[src/rtl/cls_spi_frame_sender_if.sv]
// Table-fetch and SPI pin bundle between the frame sender and its neighbours.
// The sender is the SPI master; the slave side supplies table bytes and gating.
interface cls_spi_frame_sender_if;
   logic [7:0] data_out;
   logic       buffer_ready;
   logic [5:0] sel;
   logic       ss;
   logic       sclk;
   logic       mosi;
   logic       busy;
   logic       frame_done;

   modport master (
      input  data_out, buffer_ready,
      output sel, ss, sclk, mosi, busy, frame_done
   );

   modport slave (
      output data_out, buffer_ready,
      input  sel, ss, sclk, mosi, busy, frame_done
   );
endinterface

[src/rtl/cls_spi_frame_sender.sv]
// Walks the PmodCLS table from index 0 and sends each byte as one SS-framed
// SPI mode-0 transfer, once per refresh period while the line buffer is idle.
module cls_spi_frame_sender #(
   parameter int CLK_DIV         = 50,
   parameter int SS_SETUP_CYCLES = 100,
   parameter int BYTE_GAP_CYCLES = 4000,
   parameter int REFRESH_CYCLES  = 10_000_000,
   parameter int LAST_IDX        = 45
) (
   input logic                    clk,
   input logic                    rst_n,
   cls_spi_frame_sender_if.master bus
);

   localparam int M1   = (2*CLK_DIV > SS_SETUP_CYCLES) ?
                         2*CLK_DIV : SS_SETUP_CYCLES;
   localparam int CMAX = (M1 > BYTE_GAP_CYCLES) ? M1 : BYTE_GAP_CYCLES;
   localparam int CW   = $clog2(CMAX + 1);
   localparam int RW   = $clog2(REFRESH_CYCLES + 1);

   localparam logic [CW-1:0] HALF_LAST  = CW'(CLK_DIV - 1);
   localparam logic [CW-1:0] PHASE_LAST = CW'(2*CLK_DIV - 1);
   localparam logic [CW-1:0] SETUP_LAST = CW'(SS_SETUP_CYCLES - 1);
   localparam logic [CW-1:0] GAP_LAST   = CW'(BYTE_GAP_CYCLES - 1);
   localparam logic [RW-1:0] R_LAST     = RW'(REFRESH_CYCLES - 1);
   localparam logic [5:0]    SEL_LAST   = 6'(LAST_IDX);

   typedef enum logic [2:0] {
      IDLE, FETCH, LOAD, SETUP, SHIFT, HOLD, GAP, DONE
   } state_t;

   state_t        state, nxt;
   logic [CW-1:0] cnt;
   logic [RW-1:0] rcnt;
   logic [2:0]    bitn;
   logic [6:0]    shreg;
   logic [5:0]    sel;
   logic          ss, sclk, mosi, busy, pending;
   logic          launch;

   assign launch = pending && !bus.buffer_ready;

   always_ff @(posedge clk or negedge rst_n) begin
      if (!rst_n) state <= IDLE;
      else        state <= nxt;
   end

   always_comb begin
      nxt = state;
      unique case (state)
         IDLE:  if (launch) nxt = FETCH;
         FETCH: nxt = LOAD;
         LOAD:  nxt = (bus.data_out == 8'h00) ? DONE : SETUP;
         SETUP: if (cnt == SETUP_LAST) nxt = SHIFT;
         SHIFT: if (cnt == PHASE_LAST && bitn == 3'd7) nxt = HOLD;
         HOLD:  if (cnt == SETUP_LAST) nxt = GAP;
         GAP:   if (cnt == GAP_LAST)
                   nxt = (sel == SEL_LAST) ? DONE : FETCH;
         DONE:  nxt = IDLE;
      endcase
   end

   always_comb begin
      bus.frame_done = (state == DONE);
      bus.sel        = sel;
      bus.ss         = ss;
      bus.sclk       = sclk;
      bus.mosi       = mosi;
      bus.busy       = busy;
   end

   always_ff @(posedge clk or negedge rst_n) begin
      if (!rst_n) begin
         cnt     <= '0;
         rcnt    <= '0;
         bitn    <= '0;
         shreg   <= '0;
         sel     <= '0;
         ss      <= 1'b1;
         sclk    <= 1'b0;
         mosi    <= 1'b0;
         busy    <= 1'b0;
         pending <= 1'b1;
      end else begin
         // one shared phase counter, restarted on every state change
         if (state == IDLE || state != nxt ||
             (state == SHIFT && cnt == PHASE_LAST))
            cnt <= '0;
         else
            cnt <= cnt + CW'(1);

         unique case (state)
            IDLE: if (launch) begin
               pending <= 1'b0;
               sel     <= '0;
               busy    <= 1'b1;
            end
            LOAD: if (bus.data_out != 8'h00) begin
               shreg <= bus.data_out[6:0];
               mosi  <= bus.data_out[7];
               ss    <= 1'b0;
               bitn  <= '0;
            end
            SHIFT: begin
               if (cnt == HALF_LAST) sclk <= 1'b1;
               if (cnt == PHASE_LAST) begin
                  sclk <= 1'b0;
                  if (bitn != 3'd7) begin
                     mosi  <= shreg[6];
                     shreg <= {shreg[5:0], 1'b0};
                     bitn  <= bitn + 3'd1;
                  end
               end
            end
            HOLD: if (cnt == SETUP_LAST) ss <= 1'b1;
            GAP: if (cnt == GAP_LAST && sel != SEL_LAST)
               sel <= sel + 6'd1;
            DONE: begin
               busy <= 1'b0;
               sel  <= '0;
            end
            default: ;
         endcase

         // a wrap outranks a same-cycle launch so no request is lost
         if (rcnt == R_LAST) begin
            rcnt    <= '0;
            pending <= 1'b1;
         end else begin
            rcnt <= rcnt + RW'(1);
         end
      end
   end

endmodule

[src/flat_wrapper.sv]
// flat-port wrapper written by rule: the top's interface ports become plain ports
module cls_spi_frame_sender_flat 
#(
   parameter int CLK_DIV         = 50,
   parameter int SS_SETUP_CYCLES = 100,
   parameter int BYTE_GAP_CYCLES = 4000,
   parameter int REFRESH_CYCLES  = 10_000_000,
   parameter int LAST_IDX        = 45
)
  (clk, rst_n, bus_data_out, bus_buffer_ready, bus_sel, bus_ss, bus_sclk, bus_mosi, bus_busy, bus_frame_done);
  cls_spi_frame_sender_if bus_i ();
  input logic clk;
  input logic rst_n;
  input wire logic [$bits(bus_i.data_out)-1:0] bus_data_out;
  input wire logic [$bits(bus_i.buffer_ready)-1:0] bus_buffer_ready;
  output wire logic [$bits(bus_i.sel)-1:0] bus_sel;
  output wire logic [$bits(bus_i.ss)-1:0] bus_ss;
  output wire logic [$bits(bus_i.sclk)-1:0] bus_sclk;
  output wire logic [$bits(bus_i.mosi)-1:0] bus_mosi;
  output wire logic [$bits(bus_i.busy)-1:0] bus_busy;
  output wire logic [$bits(bus_i.frame_done)-1:0] bus_frame_done;
  assign bus_i.data_out = bus_data_out;
  assign bus_i.buffer_ready = bus_buffer_ready;
  assign bus_sel = bus_i.sel;
  assign bus_ss = bus_i.ss;
  assign bus_sclk = bus_i.sclk;
  assign bus_mosi = bus_i.mosi;
  assign bus_busy = bus_i.busy;
  assign bus_frame_done = bus_i.frame_done;
  cls_spi_frame_sender #(.CLK_DIV(CLK_DIV), .SS_SETUP_CYCLES(SS_SETUP_CYCLES), .BYTE_GAP_CYCLES(BYTE_GAP_CYCLES), .REFRESH_CYCLES(REFRESH_CYCLES), .LAST_IDX(LAST_IDX)) u_core (.clk(clk), .rst_n(rst_n), .bus(bus_i));
endmodule
[config.mk]
export PLATFORM = sky130hd
export DESIGN_NAME = cls_spi_frame_sender_flat
export DESIGN_NICKNAME = d
export VERILOG_FILES = /design/src/rtl/cls_spi_frame_sender_if.sv /design/src/rtl/cls_spi_frame_sender.sv /design/src/flat_wrapper.sv
export SDC_FILE = /design/constraint.sdc
export NUM_CORES = 1
export LEC_CHECK = 0
export ABC_AREA = 1
export BUFFER_PORTS_ARGS = -buffer_cell sky130_fd_sc_hd__buf_2
export CAP_MARGIN = 20
export CORE_MARGIN = 2
export CORE_UTILIZATION = 35
export CTS_BUF_LIST = sky130_fd_sc_hd__clkbuf_16
export DETAILED_ROUTE_END_ITERATION = 10
export PLACE_DENSITY = 0.57
export SYNTH_ARGS = -nofsm -noshare
export SYNTH_HDL_FRONTEND = slang
export SYNTH_SLANG_ARGS = --single-unit
export TNS_END_PERCENT = 5
[constraint.sdc]
create_clock -name clk -period 2.4 [get_ports clk]
set_clock_uncertainty 0.05 [all_clocks]
set_input_delay 0 -clock clk [delete_from_list [all_inputs] [get_ports clk]]
set_output_delay 0 -clock clk [all_outputs]
set_load 0.01 [all_outputs]
==> impl_metrics.yaml <==
cells_and_area:
  final_cell_area_um2: 3880
  n_fill_cell: 908
  fin_nets: 458
  num_antenna_cells: 0
  area_delta_synth_final_pct: 18.3
  fin_util: 0.424
  drive_gt1_frac: 0.146
  fin_cells: 555
die:
  start_util: 0.358
  die_h_um: 101
  die-area_um2: 10200
  row_count: 35
  ios: 22
  die_x_um: 101
  core-area_um2: 9150
drt:
  vias_per_cell: 4.79
  detail-route-antenna-nets: 0
  routed_wl_um: 6620
  dr.pass1.iters: 4
  drc: 0
  routedWlPerCell_um: 11.9
  drtIter0Drc: 80
  via_count: 2661
yosys:
  syn_nets: 418
  syn_area_per_cell_um2: 8.20
  ys_types: 36
  syn-cell-area_um2: 3280
  seq_area_frac_synth: 0.459
  synth_cells: 400
  ys.warnings.count: 0
  synth-seq-cells: 60
critical_path:
  rr_worst_depth: 10
  crit_required_ns: 2.55
  r2r-start: "u_core.cnt[0]"
  rrSetupSlack_ns: 0.50
  critPathBufInv: 1
  end_kind: "flop"
  crit_path_frequent_cell: "nor2_1"
  cpPeakStageDelay_ns: 0.39
  path_max_fanout: 12
  cp-start-kind: "flop"
  slowest_stage: "dfrtp_1"
  reg2reg_to: "u_core.cnt[11]"
  worstSetupPathType: "reg -> reg"
  cp_top_family: "simple AND/OR/NAND/NOR gates"
  arrival_ns: 2.05
  crit_chain: "ha_1 > nand3_1 > nor2_1 > nand2_1 > inv_1 > nor2_1 > nand2_1 > nor2_2 > nand2_2 > nor2_1"
clock_network:
  cts_setup_buffers: 0
  clk_pin_slew_ns: 0.05
  cts_tree: "done"
  cts_htree_levels: 3
  insertion_delay_ns: 0.32
  cts.sinks: 60
  cts_max_path_buffers: 2
  cts-buffers-inserted: 9
  root_buffer: "clkbuf_16"
outcome:
  status: "completed"
sta:
  period_minus_slack_ns: 1.90
  clock.fmax_ghz: 0.525
  rsz0062_at_grt: "no"
  period_share: 0.793
  tightest_slew_ns: 0.612
  setup_viol: 0
  tns_ns: 0
  slew_violations: 0
  hold_viol_final: 0
  max_slew_margin: 0.592
grt:
  grt_pass1_wl_um: 12100
  grt_max_degree: 35
  grt_antenna_before_repair: 0
  grt_pass1_vias: 2750
  track_usage: 0.150
  grt-ovfl-total: 0
placed_design:
  placed_area_um2: 3530
  place.detailed.hpwl_um: 4840
  portBuffers: 21
  globalplace.congestion: 0.918
  placedCellCount: 530
power_and_ir_drop:
  p_leak_nw: 1.81
  p_per_area_nw_per_um2: 554
  vdd_drop_max_uv: 245
worst_hold_path:
  hold_class: "in -> async"
job:
  maxCapViolCount: 0
metal layers:
metal | vias to the layer above | share of wire | track usage
met5 | - | 0 | 0
met4 | 0 | 0.019 | 0.0432
met3 | 13 | 0.025 | 0.0458
met2 | 35 | 0.49 | 0.261
met1 | 1244 | 0.47 | 0.179
li1 | 1369 | - | -
cell families (layout without fill, tap and decap cells):
kind of cell | Yosys count | in the layout | synth area share
and+or+nand+nor | 203 | 203 | 0.283
xor gates and xnor gates | 32 | 32 | 0.0855
adders and majority gates | 7 | 7 | 0.0267
AOI/OAI and AO/OA | 38 | 38 | 0.0725
buffers and inverters | 60 | 104 | 0.0737
DFF | 60 | 60 | 0.459
how the worst max path moves through the flow:
stage,start,end,slack [ns],cells past startpoint
2_1_floorplan,u_core.rcnt[0],u_core.rcnt[22],0.75,9
3_3_place_gp,u_core.cnt[0],u_core.cnt[0],0.54,10
3_5_place_dp,u_core.cnt[0],u_core.cnt[4],0.48,11
4_1_cts,u_core.cnt[0],u_core.cnt[1],0.49,11
5_1_grt,u_core.cnt[0],u_core.cnt[2],0.22,11
6_report,u_core.cnt[0],u_core.cnt[11],0.50,10
layout make-up:
cell class,instances,area (um2),share of cell area
clock buffer,9,225,0.0581
multi-input combinational,280,1530,0.395
tap,111,139,0.0358
inverter,54,205,0.0529
timing repair buffer,35,248,0.0639
clock inverter,6,25.0,0.00645
sequential,60,1500,0.388
where the power goes:
part / internal, mW / switching (mW) / leakage, nW / total, mW
logic: 0.0208 / 0.0271 / 0.903 / 0.0479
clock network: 0.671 / 0.416 / 0.133 / 1.09
registers: 1.01 / 0 / 0.777 / 1.01
total: 1.71 / 0.443 / 1.81 / 2.15
flip-flops by register name (all words and copies together) (netlist names):
name	count
u_core.state	3
u_core.bus.ss	1
u_core.bus.sclk	1
u_core.bus.mosi	1
u_core.pending	1
u_core.cnt	12
u_core.rcnt	24
u_core.bitn	3
u_core.bus.sel	6
u_core.shreg	7
u_core.bus.busy	1
what timing repair did:
| action | CTS | global route |
|---|---|---|
| hold buffers | 10 | 0 |
| resized for setup | 0 | 0 |
| hold endpoints to repair | 34 | 0 |
cells in the mapped netlist:
cell	number	area, um2
buf_6	1	11.3
nand3b_1	2	15.0
nand4_1	11	68.8
ha_1	7	87.6
o21ai_2	1	8.76
nor3_2	1	10.0
nor2_4	1	11.3
o21a_1	1	7.51
a21oi_1	3	15.0
inv_1	52	195
o21bai_1	1	7.51
o21ai_0	17	85.1
nand3_1	22	110
nand2_1	73	274
a21oi_2	1	8.76
nor2_1	55	206
a41oi_1	1	8.76
nor4b_1	1	8.76
nand3_2	1	10.0
nor3_1	10	50.1
a31oi_1	1	6.26
buf_2	2	10.0
nor4_1	6	37.5
xor2_1	25	219
nor2_2	14	87.6
o31ai_1	5	37.5
xnor2_1	7	61.3
dfstp_2	2	52.6
dfrtp_1	58	1450
o211ai_1	7	52.6
buf_4	1	7.51
clkbuf_1	2	7.51
inv_2	1	3.75
nand2_2	5	31.3
or2_2	1	6.26
inv_4	1	6.26
stage by stage:
step	total power, mW	hold WS (ns)	setup slack (ns)
6_report	2.15	0.179	0.497
5_1_grt	2.23	0.242	0.219
4_1_cts	2.19	0.203	0.487
3_5_place_dp	1.07	0.00191	0.484
3_3_place_gp	1.07	-0.00390	0.541
2_1_floorplan	1.03	-0.346	0.746
layout by cell type (no fill, tap or decap), drive strengths merged, types with 9 or more instances in the layout:
cell         instances
buf                 25
dlygate4sd3         10
dfrtp               58
nor3                11
o21ai               18
nor2                70
nand3               23
xor2                25
nand4               11
nand2               78
inv                 56
clkbuf               9
Power figures use the tool's default switching activity.
